==> src/rtl/lcplc_flag_pkg.sv <==
// Shared flag definitions for the blocked flag generator and checker.
// A flag_t packs to 4 bits as {last_i, last_b, last_r, last_s}. Bit 0 is last_s.
package lcplc_flag_pkg;

    localparam int FLAG_S    = 0;
    localparam int FLAG_R    = 1;
    localparam int FLAG_B    = 2;
    localparam int FLAG_I    = 3;
    localparam int NUM_FLAGS = 4;

    typedef struct packed {
        logic last_i;
        logic last_b;
        logic last_r;
        logic last_s;
    } flag_t;

    // Build a flag word from the individual flag bits.
    function automatic flag_t make_flags(input logic s, input logic r,
                                         input logic b, input logic i);
        flag_t f;
        f.last_s = s;
        f.last_r = r;
        f.last_b = b;
        f.last_i = i;
        return f;
    endfunction

endpackage

==> src/rtl/blocked_position_counter.sv <==
// Tracks the position inside a blocked image.
// Nesting order, from innermost outward: sample, line, band, block-col, block-row.
// Blocks on the right and bottom edges are truncated to fit the image.
// The expected flags for the current position are produced combinationally.
// The counters advance on each step. A restart returns them to the image origin.
module blocked_position_counter
    import lcplc_flag_pkg::*;
#(
    parameter int MAX_BLOCK_SAMPLE_LOG = 4,
    parameter int MAX_BLOCK_LINE_LOG   = 4,
    parameter int MAX_IMAGE_SAMPLE_LOG = 12,
    parameter int MAX_IMAGE_LINE_LOG   = 12,
    parameter int MAX_IMAGE_BAND_LOG   = 12
) (
    input  logic                            clk,
    input  logic                            rst,
    input  logic [MAX_BLOCK_SAMPLE_LOG-1:0] config_block_samples,
    input  logic [MAX_BLOCK_LINE_LOG-1:0]   config_block_lines,
    input  logic [MAX_IMAGE_SAMPLE_LOG-1:0] config_image_samples,
    input  logic [MAX_IMAGE_LINE_LOG-1:0]   config_image_lines,
    input  logic [MAX_IMAGE_BAND_LOG-1:0]   config_image_bands,
    input  logic                            step,
    input  logic                            restart,
    output flag_t                           exp_flags
);

    logic [MAX_BLOCK_SAMPLE_LOG-1:0] sample_cnt;
    logic [MAX_BLOCK_LINE_LOG-1:0]   line_cnt;
    logic [MAX_IMAGE_BAND_LOG-1:0]   band_cnt;
    logic [MAX_IMAGE_SAMPLE_LOG-1:0] col_origin;
    logic [MAX_IMAGE_LINE_LOG-1:0]   row_origin;

    logic [MAX_IMAGE_SAMPLE_LOG-1:0] block_samples_ext;
    logic [MAX_IMAGE_LINE_LOG-1:0]   block_lines_ext;
    logic [MAX_IMAGE_SAMPLE_LOG-1:0] col_remaining;
    logic [MAX_IMAGE_LINE_LOG-1:0]   row_remaining;
    logic [MAX_IMAGE_SAMPLE_LOG-1:0] width_m1;
    logic [MAX_IMAGE_LINE_LOG-1:0]   height_m1;
    logic                            last_sample;
    logic                            last_line;
    logic                            last_band;
    logic                            last_col;
    logic                            last_row;

    // Remaining extent from the block origin to the image edge, minus one.
    // The edge block is the one whose remaining extent fits inside a full block.
    assign block_samples_ext = MAX_IMAGE_SAMPLE_LOG'(config_block_samples);
    assign block_lines_ext   = MAX_IMAGE_LINE_LOG'(config_block_lines);
    assign col_remaining     = config_image_samples - col_origin;
    assign row_remaining     = config_image_lines - row_origin;
    assign last_col          = (col_remaining <= block_samples_ext);
    assign last_row          = (row_remaining <= block_lines_ext);
    assign width_m1          = last_col ? col_remaining : block_samples_ext;
    assign height_m1         = last_row ? row_remaining : block_lines_ext;

    assign last_sample = (MAX_IMAGE_SAMPLE_LOG'(sample_cnt) == width_m1);
    assign last_line   = (MAX_IMAGE_LINE_LOG'(line_cnt) == height_m1);
    assign last_band   = (band_cnt == config_image_bands);

    assign exp_flags.last_s = last_sample;
    assign exp_flags.last_r = last_sample && last_line;
    assign exp_flags.last_b = last_sample && last_line && last_band;
    assign exp_flags.last_i = last_sample && last_line && last_band && last_col && last_row;

    // Nested counter update: each level advances when the level below wraps.
    always_ff @(posedge clk or negedge rst) begin
        if (!rst) begin
            sample_cnt <= '0;
            line_cnt   <= '0;
            band_cnt   <= '0;
            col_origin <= '0;
            row_origin <= '0;
        end else if (restart || (step && exp_flags.last_i)) begin
            sample_cnt <= '0;
            line_cnt   <= '0;
            band_cnt   <= '0;
            col_origin <= '0;
            row_origin <= '0;
        end else if (step) begin
            if (!last_sample) begin
                sample_cnt <= sample_cnt + 1'b1;
            end else begin
                sample_cnt <= '0;
                if (!last_line) begin
                    line_cnt <= line_cnt + 1'b1;
                end else begin
                    line_cnt <= '0;
                    if (!last_band) begin
                        band_cnt <= band_cnt + 1'b1;
                    end else begin
                        band_cnt <= '0;
                        if (!last_col) begin
                            col_origin <= col_origin + block_samples_ext + MAX_IMAGE_SAMPLE_LOG'(1);
                        end else begin
                            // The last block-row never reaches this branch: its
                            // final beat raises exp_i, which restarts the image above.
                            col_origin <= '0;
                            row_origin <= row_origin + block_lines_ext + MAX_IMAGE_LINE_LOG'(1);
                        end
                    end
                end
            end
        end
    end

endmodule

==> src/rtl/flag_checker_blocked.sv <==
// Receive-side flag checker for blocked-order AXIS streams.
// It regenerates the expected last_s/r/b/i flags and compares them with the
// received flags. Mismatches set sticky error bits and bump a saturating counter.
// The flags are stripped, and the data is forwarded through one register stage.
module flag_checker_blocked
    import lcplc_flag_pkg::*;
#(
    parameter int DATA_WIDTH           = 16,
    parameter int MAX_BLOCK_SAMPLE_LOG = 4,
    parameter int MAX_BLOCK_LINE_LOG   = 4,
    parameter int MAX_IMAGE_SAMPLE_LOG = 12,
    parameter int MAX_IMAGE_LINE_LOG   = 12,
    parameter int MAX_IMAGE_BAND_LOG   = 12,
    parameter int ERR_CNT_WIDTH        = 16
) (
    input  logic                            clk,
    input  logic                            rst,
    input  logic [MAX_BLOCK_SAMPLE_LOG-1:0] config_block_samples,
    input  logic [MAX_BLOCK_LINE_LOG-1:0]   config_block_lines,
    input  logic [MAX_IMAGE_SAMPLE_LOG-1:0] config_image_samples,
    input  logic [MAX_IMAGE_LINE_LOG-1:0]   config_image_lines,
    input  logic [MAX_IMAGE_BAND_LOG-1:0]   config_image_bands,
    input  logic [DATA_WIDTH-1:0]           input_data,
    input  logic                            input_last_s,
    input  logic                            input_last_r,
    input  logic                            input_last_b,
    input  logic                            input_last_i,
    input  logic                            input_valid,
    output logic                            input_ready,
    output logic [DATA_WIDTH-1:0]           output_data,
    output logic                            output_valid,
    input  logic                            output_ready,
    output logic [NUM_FLAGS-1:0]            flag_error,
    output logic [ERR_CNT_WIDTH-1:0]        error_count,
    output logic                            image_done
);

    flag_t                rx_flags;
    flag_t                exp_flags;
    logic [NUM_FLAGS-1:0] mismatch;
    logic                 accept;

    // Increment that sticks at all-ones instead of wrapping.
    function automatic logic [ERR_CNT_WIDTH-1:0] sat_inc(input logic [ERR_CNT_WIDTH-1:0] v);
        return (&v) ? v : v + 1'b1;
    endfunction

    assign rx_flags    = make_flags(input_last_s, input_last_r, input_last_b, input_last_i);
    assign input_ready = !output_valid || output_ready;
    assign accept      = input_valid && input_ready;
    assign mismatch    = rx_flags ^ exp_flags;

    // A received last_i forces a resync to image start, whatever was expected.
    blocked_position_counter #(
        .MAX_BLOCK_SAMPLE_LOG (MAX_BLOCK_SAMPLE_LOG),
        .MAX_BLOCK_LINE_LOG   (MAX_BLOCK_LINE_LOG),
        .MAX_IMAGE_SAMPLE_LOG (MAX_IMAGE_SAMPLE_LOG),
        .MAX_IMAGE_LINE_LOG   (MAX_IMAGE_LINE_LOG),
        .MAX_IMAGE_BAND_LOG   (MAX_IMAGE_BAND_LOG)
    ) u_position (
        .clk                  (clk),
        .rst                  (rst),
        .config_block_samples (config_block_samples),
        .config_block_lines   (config_block_lines),
        .config_image_samples (config_image_samples),
        .config_image_lines   (config_image_lines),
        .config_image_bands   (config_image_bands),
        .step                 (accept),
        .restart              (accept && input_last_i),
        .exp_flags            (exp_flags)
    );

    // Output register: load on accept, otherwise hold until downstream takes it.
    always_ff @(posedge clk or negedge rst) begin
        if (!rst) begin
            output_data  <= '0;
            output_valid <= 1'b0;
        end else if (accept) begin
            output_data  <= input_data;
            output_valid <= 1'b1;
        end else if (output_ready) begin
            output_valid <= 1'b0;
        end
    end

    // Sticky per-flag errors, a saturating mismatch counter and the image_done pulse.
    always_ff @(posedge clk or negedge rst) begin
        if (!rst) begin
            flag_error  <= '0;
            error_count <= '0;
            image_done  <= 1'b0;
        end else begin
            image_done <= accept && input_last_i;
            if (accept) begin
                flag_error <= flag_error | mismatch;
                if (|mismatch) begin
                    error_count <= sat_inc(error_count);
                end
            end
        end
    end

endmodule

==> config.mk <==
export PLATFORM = sky130hd
export DESIGN_NAME = flag_checker_blocked
export DESIGN_NICKNAME = d
export VERILOG_FILES = /design/src/rtl/lcplc_flag_pkg.sv /design/src/rtl/blocked_position_counter.sv /design/src/rtl/flag_checker_blocked.sv
export SDC_FILE = /design/constraint.sdc
export NUM_CORES = 1
export LEC_CHECK = 0
export BUFFER_PORTS_ARGS = -buffer_cell sky130_fd_sc_hd__buf_2
export CAP_MARGIN = 20
export CORE_MARGIN = 2
export CORE_UTILIZATION = 45
export CTS_CLUSTER_SIZE = 25
export DETAILED_ROUTE_END_ITERATION = 6
export PLACE_DENSITY_LB_ADDON = 0.05
export SLEW_MARGIN = 0
export SYNTH_ARGS = -nofsm -noshare
export SYNTH_HDL_FRONTEND = slang
export SYNTH_SLANG_ARGS = --single-unit
==> constraint.sdc <==
create_clock -name clk -period 6.5 [get_ports clk]
set_clock_uncertainty 0.2 [all_clocks]
set_input_delay 0.325 -clock clk [delete_from_list [all_inputs] [get_ports clk]]
set_output_delay 0.325 -clock clk [all_outputs]
set_load 0.05 [all_outputs]
* Word level (Yosys, flattened, before mapping) *
Index checks and enable logic that the tools add are counted.

operators by class
  add/subtract/negate cells = 10
  multipliers = 0
  divide/modulo/power cells = 0
  magnitude comparators = 2
  eq/ne operators = 3
  shift operators = 0
  muxes and demuxes = 28
  bitwise operators = 3
  reductions and logical operators = 23

operators by type and width
  cell                     number
  $mux W12                 19
  $add A12 B1 Y12 const B  3
  $mux W4                  7
  $add A12 B4 Y12          2
  $eq A4 B12 Y1            2
  $le A12 B4 Y1            2
  $sub A12 B12 Y12         2
  $add A16 B1 Y16 const B  1
  $reduce_and A16 Y1       1
  $eq A12 B12 Y1           1
  $reduce_bool A2 Y1       6
  $add A4 B1 Y4 const B    2
  $logic_and A1 B1 Y1      7
  $reduce_and A3 Y1        2
  $reduce_and A5 Y1        1
  $or A4 B4 Y4             1
  $reduce_and A4 Y1        1
  $reduce_or A4 Y1         1
  $xor A4 B4 Y4            1
  $logic_or A1 B1 Y1       2
  $mux W1                  2
  $reduce_and A2 Y1        1
  $logic_not A1 Y1         1
  $not A1 Y1               1

word-level totals
  bits in registers = 82
  bits in latches = 0
  RAM bits = 0
  bits in read-only memories = 0
  word-level logic and storage cells = 79
  memories = 0

* Longest topological paths before layout *
  word-level depth = 12
  mapped depth = 19
  depth with buffers taken out = 18

* Modules after synthesis *
Synthesis repeated with hierarchy kept, for this count alone.

second synthesis, totals
  cells, all modules = 687
  area, all modules = 5990.7 µm²

modules (own cells, without submodules)
  module                    instances  cells each  area each (µm²)
  blocked_position_counter  1          530         4350.4
  flag_checker_blocked      1          157         1640.3

* Worst setup path before layout *
Ideal clock, no wire load.

  path type = register to register
  start = register u_position.row_origin[1]
  end = register u_position.row_origin[7]
  library setup time = 0.079 ns
  arrival time = 4.035 ns
  data required time = 6.221 ns
  slack = 2.186 ns
  cell stages (with the launch flop) = 19
  path buffers = 1
  clock period less this slack = 4.314 ns
  cell sequence = dfrtp_1 > inv_1 > ha_1 > nand2b_1 > nand2b_1 > a21oi_1 > xnor2_1 > ha_1 > a2111oi_0 > o221ai_1 > nor3_1 > o211ai_1 > nor4_2 > mux2i_1 > or4_1 > buf_4 > and2_4 > or3_1 > a21oi_1

on the way
  longest elaborated chain between the ends = 12
  elaborated cells between the ends (all ways) = 24
  classes of those cells = add/sub (3); order compare (1); eq/ne (1); mux (7); reduce/logical (12)

ends and longest elaborated chain
  what                                 line                            RTL
  from (decl)                          blocked_position_counter.sv:31  logic [MAX_IMAGE_LINE_LOG-1:0] row_origin;
  from (signal assigned)               blocked_position_counter.sv:98  row_origin <= row_origin + block_lines_ext + MAX_IMAGE_LINE_LOG'(1);
  $sub A12 B12 Y12                     blocked_position_counter.sv:50  assign row_remaining = config_image_lines - row_origin;
  $le A12 B4 Y1                        blocked_position_counter.sv:52  assign last_row = (row_remaining <= block_lines_ext);
  $mux W12                             blocked_position_counter.sv:54  assign height_m1 = last_row ? row_remaining : block_lines_ext;
  $eq A4 B12 Y1                        blocked_position_counter.sv:57  assign last_line = (MAX_IMAGE_LINE_LOG'(line_cnt) == height_m1);
  $logic_and A1 B1 Y1 (4 in a row)     blocked_position_counter.sv:63  assign exp_flags.last_i = last_sample && last_line && last_band && last_col && last_row;
  $logic_and A1 B1 Y1                  blocked_position_counter.sv:73  end else if (restart || (step && exp_flags.last_i)) begin
  $logic_or A1 B1 Y1                   blocked_position_counter.sv:73
  $reduce_bool A2 Y1 (no source line)  n/a
  $reduce_and A5 Y1 (no source line)   n/a

Several ways; a longest one is shown, not always the timed one. The select of a mux whose other input is x is not followed.
A chain may end at the register's enable or synchronous reset.

* Final worst setup path *
  start = register u_position.row_origin[1]
  end = register error_count[1]

on the way
  longest elaborated chain between the ends = 11

ends and longest elaborated chain
  what                                    line                                                                                            RTL
  $sub A12 B12 Y12 (*)                    blocked_position_counter.sv:50
  $le A12 B4 Y1                           blocked_position_counter.sv:52
  $mux W12                                blocked_position_counter.sv:54
  $eq A4 B12 Y1                           blocked_position_counter.sv:57
  $logic_and A1 B1 Y1                     blocked_position_counter.sv:61, blocked_position_counter.sv:62, blocked_position_counter.sv:63
  $logic_and A1 B1 Y1                     blocked_position_counter.sv:62, blocked_position_counter.sv:63
  $logic_and A1 B1 Y1 (2 in a row)        blocked_position_counter.sv:63
  $xor A4 B4 Y4 (*)                       flag_checker_blocked.sv:51                                                                      assign mismatch = rx_flags ^ exp_flags;
  $reduce_or A4 Y1 (*)                    flag_checker_blocked.sv:96                                                                      if (|mismatch) begin
  $reduce_and A3 Y1 (no source line) (*)  n/a
  to (signal assigned)                    flag_checker_blocked.sv:97                                                                      error_count <= sat_inc(error_count);
  to (decl)                               flag_checker_blocked.sv:34                                                                      output logic [ERR_CNT_WIDTH-1:0] error_count,

Mark *: on every way between the ends. The rest lies on a longest branch, timed or not.

==> flow_summary.ini <==
[layout]
fin_nets = 893
mostFrequentLayoutCells = 105 x buf_2, 91 x nand2_1, 82 x dfrtp_1
layout-drive-gt1-share_pct = 17.5
fin_util_pct = 55.6
final_cells = 956
area_growth_pct = 20.9
layout_commonest_cell = buf_2
finalInstanceArea_mm2 = 0.00698
diodes = 0

[logic_synthesis]
synth_edf_count = 0
yosys_warnings = 0
synth_ff_type = dfrtp_1
synth.area.top_cells = dfrtp_1 36%, xnor2_1 11%, ha_1 9.1%, nand2_1 5.9%, nor2_1 3.2%
synth-seq-area-share_pct = 35.5
postSynthCellCount = 654
synth_area_mm2 = 0.00578
ys_seq_elements = 82
ys_async_sr_fraction_pct = 100
synth_cell_types = 56
synth_area_leader_cell = dfrtp_1
synth_top_cell_area_share_pct = 35.5
synth_area_per_cell_um2 = 8.83
synth.net_count = 768

[routing]
first_pass_iters = 5
wl_mm = 13.7
num_vias = 5099
drc = 0
viasPerCell = 5.33
avgRoutedWirePerCell_um = 14.4
drt-initial-drc-count = 336
final_antenna_net_count = 0

[cts]
clockRootBuffer = clkbuf_16
cts_buffers = 9
cts_tree = built
clock_latency_ps = 340
ctsResizeCount = 0
cts_setup_buffers = 0
clk_pin_slew_ps = 60
htree_num_levels = 3
cts_buffer_depth = 2
clock-sinks = 82

[die]
placementRows = 41
die_w_um = 117
initial_utilization_pct = 46.0
fp.coreArea_mm2 = 0.0126
dieArea_mm2 = 0.0138
ios = 107
chipHeight_um = 117

[placement]
gp_congestion = 0.873
hpwl_mm = 10.4
post_dp_cell_area_mm2 = 0.00649
dp_cells = 922
dp_slack_ps = 1360
io_buffers = 106

[global_routing]
grt_pass1_vias = 5127
antenna_found_initial = 0
grt_start_max_net_pins = 76
grtUsageTotal_pct = 21.0
grt_pass1_wl_mm = 24.2
overflow = 0

[worst_setup_path]
reg2regPathDepth = 17
rrSetupSlack_ps = 1410
cpPeakStageDelay_ps = 800
crit_type = reg2reg
path_cells = inv_1 -> ha_1 -> nand2b_1 -> nand2b_1 -> a21oi_1 -> xnor2_1 -> ha_1 -> a2111oi_0 -> o221ai_1 -> nor3_1 -> o211ai_1 -> nor4_2 -> mux2_2 -> nor4b_1 -> o32ai_2 -> nand2_1 -> mux2_2
cp_data_arrival_time_ps = 5120
endpoint_kind = register
critPathLaunchType = register
slowest_stage = o32ai_2
required_ps = 6530
reg2reg_from = u_position.row_origin[1]
worstPathMaxFanout = 15
r2r_end = error_count[1]

[power_and_ir_drop]
power_mw = 1.89
power_density_mw_per_mm2 = 271
p_leak_nw = 3.16
ir_drop_mv = 0.217

[sta]
finalCritPeriodShare_pct = 78.4
min_period_ps = 5090
setup_viol = 0
tightest_slew_ps = 963
grt_setup_unrepaired = no
setup_ws_ps = 1410
fmax_mhz = 196
drv_slew = 0
fin_setup_tns_ps = 0
maxSlewHeadroom_pct = 35.8
final-hold-violation-count = 0
whs_ps = 102

[min_path]
holdCritPathClass = in2reg
hold_path_end = output_valid
hold_path_depth = 3
worstHoldStart = output_ready

[status]
status = completed

[flow_run]
maxCapViolations = 0
==> synthesized netlist by cell type (2+ instances only) <==
library cell / number
nor3b_1: 5
o2111a_1: 2
a21boi_0: 3
or4_1: 2
buf_1: 3
mux2i_1: 4
nor2b_1: 6
xnor2_1: 71
nand4_1: 22
nand2_1: 91
buf_4: 2
nand2b_1: 15
o21ai_0: 27
o2111ai_1: 4
or3_1: 6
fa_1: 4
dfrtp_1: 82
nor3_1: 17
mux2_2: 4
xor2_1: 13
a21oi_1: 26
a2bb2oi_1: 4
and2_1: 4
o21ai_1: 2
a211oi_1: 7
and3_1: 7
nor4b_1: 4
nand3b_1: 3
o211ai_1: 3
o21a_1: 6
inv_1: 44
nor4_1: 11
clkbuf_1: 7
o22ai_1: 9
nor2_1: 49
ha_1: 42
a21o_1: 11
a31oi_1: 3
nand3_1: 12
==> metal layers <==
metal / vias up / GRT usage (%) / wire [µm]
met5: - / 0 / 0
met4: 0 / 5.05 / 165
li1: 2543 / - / -
met1: 2433 / 27.3 / 6350
met3: 13 / 5.30 / 746
met2: 110 / 35.3 / 6480
==> sequential cells by signal, indices dropped and copies added (netlist names) <==
name	count
u_position.band_cnt	12
flag_error	4
u_position.sample_cnt	4
error_count	16
u_position.line_cnt	4
output_data	16
image_done	1
u_position.row_origin	12
output_valid	1
u_position.col_origin	12
==> cell type report <==
type,instances,area [µm²]
multi-input cells,515,3500
clock inverters,5,60.1
flip-flops and latches,82,2050
inverters,44,165
well taps,172,215
clock buffers,11,253
repair buffers,127,736
fillers,1204,5580
==> worst max-delay path by stage <==
stage                               end                     start  slack (ps)
5_1_grt                  error_count[1]  u_position.row_origin[1]         840
4_1_cts                  error_count[1]  u_position.row_origin[1]        1350
3_3_place_gp             error_count[1]     config_image_lines[0]        1520
6_report                 error_count[1]  u_position.row_origin[1]        1410
3_5_place_dp             error_count[1]  u_position.row_origin[1]        1360
2_1_floorplan  u_position.row_origin[7]  u_position.row_origin[1]        2190
==> power by group <==
group          switching, mW  internal, mW  leakage, nW  total, mW
Clock                  0.206         0.320        0.153      0.526
Sequential            0.0679         0.575         1.06      0.643
Combinational          0.440         0.282         1.95      0.723
==> cell families after synthesis <==
logic type | count (synthesis) | share of synthesized area (%)
flops | 82 | 35.5
simple gates | 258 | 21.9
mux | 9 | 1.71
fa+ha+maj | 46 | 10.5
compound gates | 118 | 13.8
xor+xnor | 84 | 12.7
buf+inv | 57 | 3.85
==> worst max-delay path, delay by kind of cell, from the launching register on <==
kind                       cells  cell delay, ps
AOI/OAI and AO/OA              5            1680
and+or+nand+nor                6            1060
muxes                          2             700
adders and majority gates      2             580
DFF                            1             400
xor gates and xnor gates       1             200
buffers and inverters          1             140
==> repair_timing <==
action	4_1_cts	5_1_grt
hold buffers	18	0
endpoints found under the hold margin	24	0
setup endpoints to repair	0	0
(Power assumes the default switching activity.)
